### src/rtl/div_iter32.sv
// rtl/div_iter32.sv - iterative 32-bit signed divider, one quotient bit per cycle
module balanced_or32 (
    input  logic [31:0] x,
    output logic        y
);
    logic [15:0] l1;
    logic [7:0]  l2;
    logic [3:0]  l3;
    logic [1:0]  l4;

    assign l1 = x[31:16] | x[15:0];
    assign l2 = l1[15:8] | l1[7:0];
    assign l3 = l2[7:4]  | l2[3:0];
    assign l4 = l3[3:2]  | l3[1:0];
    assign y  = l4[1]    | l4[0];
endmodule

module div_iter32 (
    input  logic        clock,
    input  logic        reset,
    input  logic        ctrl_DIV,
    input  logic [31:0] data_operandA,
    input  logic [31:0] data_operandB,
    output logic [31:0] data_result,
    output logic        data_exception,
    output logic        data_resultRDY
);
    typedef enum logic [1:0] {IDLE, RUN, DONE} state_t;

    state_t      state, state_nxt;
    logic [31:0] q, d;
    logic [32:0] r;
    logic [4:0]  cnt;
    logic        neg, bz;

    logic        b_nz;
    logic [31:0] abs_a, abs_b;
    logic [32:0] r_sh, r_sub, r_nx;
    logic [31:0] q_nx;
    logic        ge;
    logic [31:0] result_nxt;

    balanced_or32 u_bzd (.x(data_operandB), .y(b_nz));

    // Unsigned negate keeps |0x80000000| = 0x80000000.
    assign abs_a = data_operandA[31] ? (~data_operandA + 32'd1) : data_operandA;
    assign abs_b = data_operandB[31] ? (~data_operandB + 32'd1) : data_operandB;

    // A bit shifted out of R[32] would always exceed D, so it forces a subtract.
    assign r_sh  = {r[31:0], q[31]};
    assign ge    = r[32] | (r_sh >= {1'b0, d});
    assign r_sub = r_sh - {1'b0, d};
    assign r_nx  = ge ? r_sub : r_sh;
    assign q_nx  = {q[30:0], ge};

    always_ff @(posedge clock) begin
        if (reset) state <= IDLE;
        else       state <= state_nxt;
    end

    always_comb begin
        state_nxt = state;
        if (ctrl_DIV) begin
            state_nxt = b_nz ? RUN : DONE;
        end else begin
            case (state)
                RUN:     state_nxt = (cnt == 5'd31) ? DONE : RUN;
                DONE:    state_nxt = IDLE;
                default: state_nxt = IDLE;
            endcase
        end
    end

    always_comb begin
        result_nxt = 32'd0;
        if (!bz) result_nxt = neg ? (~q + 32'd1) : q;
    end

    always_ff @(posedge clock) begin
        if (reset) begin
            q              <= 32'd0;
            d              <= 32'd0;
            r              <= 33'd0;
            cnt            <= 5'd0;
            neg            <= 1'b0;
            bz             <= 1'b0;
            data_result    <= 32'd0;
            data_exception <= 1'b0;
            data_resultRDY <= 1'b0;
        end else begin
            data_resultRDY <= 1'b0;
            if (ctrl_DIV) begin
                q              <= abs_a;
                d              <= abs_b;
                r              <= 33'd0;
                cnt            <= 5'd0;
                neg            <= data_operandA[31] ^ data_operandB[31];
                bz             <= ~b_nz;
                data_exception <= 1'b0;
            end else begin
                case (state)
                    RUN: begin
                        r   <= r_nx;
                        q   <= q_nx;
                        cnt <= cnt + 5'd1;
                    end
                    DONE: begin
                        data_result    <= result_nxt;
                        data_exception <= bz;
                        data_resultRDY <= 1'b1;
                    end
                    default: ;
                endcase
            end
        end
    end
endmodule

### config.mk
export PLATFORM = sky130hd
export DESIGN_NAME = div_iter32
export DESIGN_NICKNAME = d
export VERILOG_FILES = /design/src/rtl/div_iter32.sv
export SDC_FILE = /design/constraint.sdc
export NUM_CORES = 1
export LEC_CHECK = 0
export ABC_CLOCK_PERIOD_IN_PS = 7500
export CAP_MARGIN = 20
export CORE_MARGIN = 2
export CORE_UTILIZATION = 55
export CTS_BUF_LIST = sky130_fd_sc_hd__clkbuf_16
export DETAILED_ROUTE_END_ITERATION = 6
export PLACE_DENSITY = 0.86
export SYNTH_ARGS = -nofsm -noshare
export SYNTH_HDL_FRONTEND = slang
export SYNTH_SLANG_ARGS = --single-unit
### constraint.sdc
create_clock -name clock -period 7.5 [get_ports clock]
set_input_delay 1.125 -clock clock [delete_from_list [all_inputs] [get_ports clock]]
set_output_delay 1.125 -clock clock [all_outputs]
set_load 0.05 [all_outputs]
Word level (Yosys, flattened, before mapping) --
Cells that the tools add are included.
Storage, ports and cells: flip-flop bits (word level) 140, output and inout port bits 34, logic and storage cells 46
Operators by class: $add $sub $neg 5, order comparisons 1, equal/unequal tests 3, mux-type cells 12, bitwise logic cells 12, reduce and logical (&&, ||, !) cells 3
Operators with widths (count):
- 2-to-1 mux 32 bit | 6
- adder 32 x 1 -> 32 bit, second input constant | 3
- NOT 32 bit | 3
- >= comparator 33 x 32 -> 1 bit | 1
- 2-to-1 mux 33 bit | 1
- subtractor 33 x 32 -> 33 bit | 1
- bitwise OR 16 bit | 1
- 2-to-1 mux 2 bit | 4
- bitwise OR 8 bit | 1
- adder 5 x 1 -> 5 bit, second input constant | 1
- equality test 5 bit, second input constant | 1
- bitwise OR 4 bit | 1
- equality test 2 x 1 -> 1 bit, second input constant | 1
- equality test 2 bit, second input constant | 1
- NOT 1 bit | 2
- bitwise OR 1 bit | 2
- bitwise OR 2 bit | 1
- AND reduction 2 bit | 1
- nonzero test 2 bit | 1
- OR reduction 2 bit | 1
- 2-to-1 mux 1 bit | 1
- bitwise XOR 1 bit | 1

Longest topological paths before layout --
Gate-level depths: netlist (run 1).
depth after elaboration 7, depth in mapped cells 13, gate-level depth less buffers 12

Hierarchy --
A second synthesis (run 1) with hierarchy kept.
Second synthesis, totals: cell total of the unflattened synthesis 1189, area total of the unflattened synthesis 9230.1 µm²
By module, submodules not included:
- div_iter32 | times used 1, cells an instance 1178, area each 9155.0 µm², sequential area each 2802.7 µm²
- balanced_or32 | times used 1, cells an instance 11, area each 75.1 µm², sequential area each 0.0 µm²

Worst setup path before layout (run 1) --
Ideal clock, no wire load.
path type input to register, start input data_operandB[7], end register d[29], setup time 0.137 ns, data arrival time 3.657 ns, required time 7.363 ns, slack 3.707 ns, stages on the path 9, path through or4_1 or3_1 or4_1 or3_1 nor2_1 nand3_1 o41ai_1 xor2_1 o22ai_1
On the way: longest elaborated chain between the ends 3
RTL lines:
- start, declared | line 23 | input logic [31:0] data_operandB,
- NOT 32 bit | line 47 | assign abs_b = data_operandB[31] ? (~data_operandB + 32'd1) : data_operandB;
- adder 32 x 1 -> 32 bit | line 47
- 2-to-1 mux 32 bit | line 47
- end signal, assigned | line 94 | d <= abs_b;
- end, declared | line 31 | logic [31:0] q, d;
Every way passes these cells. A chain may end at the register's enable or synchronous reset.

Worst setup path in the final report (run 1) --
start input data_operandB[7], end register state[0]
On the way: longest elaborated chain between the ends 7
RTL lines:
- bitwise OR 16 bit | line 11 | assign l1 = x[31:16] | x[15:0];
- bitwise OR 8 bit | line 12 | assign l2 = l1[15:8] | l1[7:0];
- bitwise OR 4 bit | line 13 | assign l3 = l2[7:4] | l2[3:0];
- bitwise OR 2 bit | line 14 | assign l4 = l3[3:2] | l3[1:0];
- bitwise OR 1 bit | line 15 | assign y = l4[1] | l4[0];
- 2-to-1 mux 2 bit | line 64 | state_nxt = b_nz ? RUN : DONE;
- 2-to-1 mux 2 bit | line 63 | if (ctrl_DIV) begin
- end signal, assigned | line 58 | else state <= state_nxt;
- end, declared | line 30 | state_t state, state_nxt;
Every way passes these cells.

==> results of run 1 <==
final timing paths:
path                     end  slack, ps  cells past startpoint
max reg2reg  data_result[28]       4230                      9
min reg2reg  data_result[29]        450                      2
max                 state[0]       3230                     10
min          data_result[29]        450                      2
cells in the final DEF, fill, tap and decap left out, types with 5 or more instances in the layout:
master and count:
nand2_1 116, nor2_1 106, clkdlybuf4s50_1 98, nor4_1 8
a211oi_1 28, a22oi_1 13, a21oi_1 111, ha_1 37
o21ai_1 8, or3_4 5, xnor2_1 52, dfxtp_1 140
or3_1 15, o21ai_0 78, nor2b_1 6, nor3_1 21
nand3_1 19, o41ai_1 15, inv_1 45, mux2i_1 32
buf_4 7, nand2b_1 11, nand4_1 10, a31oi_1 7
xor2_1 65, and3_1 5, a21o_1 23, o22ai_1 21
bufinv_16 5, or4_1 13, clkbuf_16 17, o31ai_1 28
power by group:
part           leakage, nW  switching, mW  internal, mW  total [mW]
Sequential            1.14         0.0350         0.780       0.815
Combinational         2.70          0.336         0.253       0.589
Clock                0.300          0.335         0.589       0.924
Total                 4.14          0.706          1.62        2.33
logic make-up after synthesis:
group                      Yosys count
AOI/OAI and AO/OA                  358
xor gates and xnor gates           117
adders and majority gates           38
buffers and inverters              115
DFF                                140
muxes                               33
and+or+nand+nor                    356
Yosys cell counts, types with 2 or more instances:
cell type    n
nand2_1    116
nor2_1     106
a21boi_0     3
clkbuf_1    62
o21ai_0     78
nor2b_1      7
o31ai_1     28
or4_1       13
buf_1        8
or3_1       15
dfxtp_1    140
a22oi_1     13
o21ai_1      8
nand4_1     10
ha_1        37
o21a_1       3
nand3_1     20
and3_1       5
nand3b_1     3
o41ai_1     15
a21oi_1    111
xnor2_1     52
o211ai_1     4
mux2i_1     32
o31ai_2      2
a21o_1      23
or3_4        5
inv_1       45
a211oi_1    28
a22o_1       3
or2_2        4
o22ai_1     21
and2_1       4
or2_1        2
nor3_1      21
o21bai_1     4
nor4_1       8
xor2_1      65
a31oi_1      7
nand2b_1    11
sequential cells by signal (all words and copies together) (netlist names):
| name | flops |
|---|---|
| neg | 1 |
| q | 32 |
| bz | 1 |
| state | 2 |
| d | 32 |
| data_result | 32 |
| data_exception | 1 |
| data_resultRDY | 1 |
| cnt | 5 |
| r | 33 |
worst reg2reg max path, delay by kind of cell (launching register included):
family | cells | cell delay [ps]
simple gates | 6 | 2290
flops | 1 | 380
compound gates | 2 | 280
xor+xnor | 1 | 190
cell type report:
cell class	instances	area [sq um]	share of cell area [%]
Multi-Input combinational cell	902	5740	53.4
Sequential cell	140	2800	26.1
Timing Repair Buffer	110	1120	10.4
Clock buffer	17	425	3.96
Tap cell	216	270	2.51
Clock inverter	14	219	2.04
Inverter	45	169	1.57
routing by layer:
layer	GRT usage, %	wire length, um
met1	35.2	10400
met2	43.5	10900
met3	6.44	1750
met4	9.84	524
met5	0	0
per-stage QoR:
stage                     power [mW]  instance area [sq um]
after floorplan                 1.25                   8960
after global placement          1.38                  10000
after detailed placement        1.39                  10000
after CTS                       2.32                  10700
after global routing            2.44                  10700
final                           2.33                  10700
==> results.yml, run 1 <==
synthesis:
  synth_mux_area_share_pct: 3.70
  netlist_area_sq_um: 8960
  ys_types: 55
  synthArstFlopShare_pct: 0
  synth_cells: 1157
  synth-simple-area-share_pct: 18.8
  ys_seq_elements: 140
  synth_edf_count: 0
  synthFlopType: "dfxtp_1"
  ys_seq_area_share_pct: 31.3
  synthAdderAreaFrac_pct: 5.39
  synth_area_leaders: "dfxtp_1 (31%), xor2_1 (6.4%), a21oi_1 (6.2%)"
  synth-compound-area-share_pct: 24.6
  synth.top_cell.area_share_pct: 31.3
  yosys_warnings: 0
  synthXorXnorAreaFrac_pct: 11.4
  synth.avg_cell_area_sq_um: 7.75
  synth_largest_area_cell: "dfxtp_1"
  syn-num-nets: 1262
  synth_top_family_by_area: "compound AO/OA/AOI/OAI gates"
global_route:
  gr-total-overflow: 0
  grt_use_total_pct: 27.0
  grt_max_degree: 70
  grt_pass1_wl_um: 38900
  antenna_found_initial: 0
  grt_pass1_vias: 8116
sta:
  fmax_mhz: 234
  hold_ws_ps: 454
  rsz0062_at_grt: "no"
  period_needed_ps: 4270
  skew_ps: 7.77
  maxSlewViolCount: 0
  maxSlewHeadroom_pct: 31.8
  tns_ps: 0
  fin_ws_ps: 3230
  hold_viol: 0
  period_share_pct: 56.9
  setup_viol: 0
  tightest_slew_ps: 1020
critical_path:
  path_cells: "clkdlybuf4s50_1 -> or4_1 -> or3_1 -> or4_1 -> or3_1 -> nor2_1 -> nand3_1 -> nor3_1 -> nand3b_1 -> and3b_1"
  cp_max_fo: 5
  required_ps: 7810
  cp_top_family: "simple AND/OR/NAND/NOR gates"
  slowest_delay_ps: 600
  start_kind: "primary input"
  crit_start: "data_operandB[7]"
  crit_buf_inv: 1
  worstSetupPathType: "primary input to register"
  critPathSlowestCell: "or4_1"
  arrival_ps: 4580
  cp-end-kind: "register"
  reg2reg_from: "q[6]"
floorplan:
  die_x_um: 132
  die_area_sq_um: 17300
  core.rowCount: 46
  coreArea_sq_um: 15900
  ioPinCount: 101
  dieHeight_um: 132
  start_util_pct: 56.4
cts:
  cts_root_buffer: "clkbuf_16"
  tritoncts: "built"
  cts_sinks: 140
  insertion_delay_ps: 420
  post_cts_buffers: 0
  h-tree-depth: 4
  clockBufferDepth: 2
  post_cts_resized: 0
  postCtsHoldBufs: 0
  cts_buffers: 17
  path_clk_slew_ps: 60
layout:
  antenna_cells: 0
  nets: 1321
  stdcell_count: 1444
  fillers: 1284
  drive_above_1_share_pct: 4.72
  final_core_util_pct: 67.7
  syn_to_final_growth_pct: 19.9
drt:
  drc: 0
  wl_per_cell_um: 16.3
  dr.pass1.iters: 6
  viasPerCell: 6.03
  num_vias: 8703
  drt_iter0_markers: 843
  antenna_left: 0
  wl_um: 23500
run_status:
  status: "finished clean"
hold_path:
  hold_class: "register to register"
  min_from: "data_result[29]"
placement:
  post-place-ws_ps: 2850
  dp_cells: 1409
  globalplace.congestion: 0.956
  dp.final_hpwl_um: 16300
  port_buffers: 100
power:
  powerDensity_nw_per_um2: 217
  vdd_ir_drop_max_v: 0.000174
  p_leak_nw: 4.14
job:
  max_cap_violations: 0
No activity file was read; power rests on OpenSTA's default activity.
==> run 2: changes to the inputs <==
--- a/config.mk
+++ b/config.mk
@@ -5,10 +5,10 @@
 export SDC_FILE = /design/constraint.sdc
 export NUM_CORES = 1
 export LEC_CHECK = 0
-export ABC_CLOCK_PERIOD_IN_PS = 7500
+export ABC_CLOCK_PERIOD_IN_PS = 3400
 export CAP_MARGIN = 20
 export CORE_MARGIN = 2
-export CORE_UTILIZATION = 55
+export CORE_UTILIZATION = 52
 export CTS_BUF_LIST = sky130_fd_sc_hd__clkbuf_16
 export DETAILED_ROUTE_END_ITERATION = 6
 export PLACE_DENSITY = 0.86
==> constraint.sdc (replaced) <==
create_clock -name clock -period 3.4 [get_ports clock]
set_input_delay 0.51 -clock clock [delete_from_list [all_inputs] [get_ports clock]]
set_output_delay 0.51 -clock clock [all_outputs]
set_load 0.05 [all_outputs]
==> run 2 against run 1 <==
Against the previous run:
- sequential cell count did not move
- design area increased by 2.5%
- combinational power increased by 130%
- largest cell class unchanged
==> results.yml, run 2 (synthesis results as in run 1) <==
drt:
  dr.pass1.iters: 7
  wl_um: 24200
  num_vias: 8745
  drc: 0
  drt_iter0_markers: 1025
  wl_per_cell_um: 16.2
  viasPerCell: 5.86
  antenna_left: 0
critical_path:
  slowest_delay_ps: 570
  arrival_ps: 3540
  path_cells: "clkdlybuf4s50_1 -> or4_1 -> or3_4 -> or4_1 -> or3_1 -> nor2_1 -> nand3_1 -> o41ai_2 -> xor2_1 -> o22ai_1"
  start_kind: "primary input"
  critPathSlowestCell: "or4_1"
  r2r_end: "data_result[29]"
  rrSetupSlack_ps: 180
  cp_max_fo: 4
  cp-end-kind: "register"
  reg2reg_from: "q[7]"
  required_ps: 3670
  crit_top_cell: "or4_1"
  worstSetupPathType: "primary input to register"
  reg2reg_depth: 9
sta:
  fmax_mhz: 306
  period_needed_ps: 3270
  hold_viol: 0
  setup_viol: 0
  skew_ps: 9.73
  period_share_pct: 96.0
  tns_ps: 0
  tightest_slew_ps: 1070
  maxSlewHeadroom_pct: 28.9
  maxSlewViolCount: 0
job:
  max_cap_violations: 0
hold_path:
  hold_class: "primary input to register"
  min_to: "data_result[3]"
  hold_depth: 2
  min_from: "reset"
global_route:
  antenna_found_initial: 0
  grt_use_total_pct: 26.6
  grt_max_degree: 65
  gr-total-overflow: 0
  grt_pass1_vias: 8139
  grt_pass1_wl_um: 39200
layout:
  final_common_cell: "dfxtp_1"
  fillers: 1426
  syn_to_final_growth_pct: 22.8
  multiInputGateArea_sq_um: 5780
  drive_above_1_share_pct: 8.21
  design_area_sq_um: 11000
  largest_reg_flops: 33
  nets: 1359
  regMostFlops: "r"
  stdcell_count: 1492
  final_cell_mix: "dfxtp_1 (140), nand2_1 (116), a21oi_1 (111), nor2_1 (106), clkdlybuf4s50_1 (98)"
  antenna_cells: 0
  final_core_util_pct: 64.6
  seq_area_sq_um: 2800
placement:
  dp.final_hpwl_um: 17600
  globalplace.congestion: 0.951
  port_buffers: 100
  dp_cells: 1459
  dpl_cell_area_sq_um: 10400
floorplan:
  start_util_pct: 52.6
  dieHeight_um: 135
  ioPinCount: 101
  die_x_um: 135
  die_area_sq_um: 18300
  core.rowCount: 48
  coreArea_sq_um: 17100
cts:
  postCtsHoldBufs: 0
  post_cts_resized: 0
  path_clk_slew_ps: 70
  cts_root_buffer: "clkbuf_16"
  h-tree-depth: 4
  cts_sinks: 140
  clockBufferDepth: 2
  post_cts_buffers: 0
  insertion_delay_ps: 440
  tritoncts: "built"
  cts_buffers: 17
power:
  vdd_ir_drop_max_v: 0.000441
  powerDensity_nw_per_um2: 455
  p_leak_nw: 4.31
  power_mw: 5.01
run_status:
  status: "finished clean"
==> run 2: changes by cell type in the layout (fill, tap and decap cells not counted), moves of 3 or more <==
cell       before  now
buf_4           7   46
bufinv_16       5    1
inv_6           2    5
inv_8           0    5
==> run 2: final cells by class <==
cell class                      count  share of cell area (%)
Clock buffer                       17                    3.86
Sequential cell                   140                    25.4
Clock inverter                     15                    1.55
Timing Repair Buffer              148                    12.6
Multi-Input combinational cell    902                    52.5
Tap cell                          225                    2.56
Inverter                           45                    1.53
==> run 2: power by group <==
| part | switching [mW] | internal [mW] |
|---|---|---|
| clock network | 0.833 | 1.05 |
| registers | 0.0755 | 1.72 |
| logic | 0.755 | 0.581 |
==> run 2: worst max-delay path by stage <==
stage                           from       end  cells past startpoint
finish              data_operandB[7]     d[29]                     10
global route        data_operandA[8]     q[26]                      9
CTS                 data_operandB[7]  state[0]                     10
detailed placement  data_operandB[7]  state[0]                     10
global placement    data_operandB[7]     d[29]                     10
floorplan           data_operandB[7]     d[29]                      9
==> run 2: stage by stage <==
| stage | setup WS (ps) | hold slack [ps] |
|---|---|---|
| 5_1_grt | -10.7 | 339 |
| 2_1_floorplan | 222 | 436 |
| 3_3_place_gp | -375 | 434 |
| 6_report | 134 | 329 |
| 4_1_cts | 22.9 | 321 |
| 3_5_place_dp | -430 | 441 |
==> run 2: critical path: cells and delay by family <==
family / cells / cell delay [ps]
simple gates: 6 / 2100
buf+inv: 1 / 410
xor+xnor: 1 / 170
compound gates: 2 / 340
==> run 2: per-layer routing <==
| layer | vias to the layer above | track usage (%) | wire (um) |
|---|---|---|---|
| li1 | 4318 | - | - |
| met1 | 4095 | 34.9 | 10600 |
| met2 | 292 | 44.1 | 11500 |
| met3 | 40 | 4.68 | 1620 |
| met4 | 0 | 9.32 | 436 |
| met5 | - | 0 | 0 |
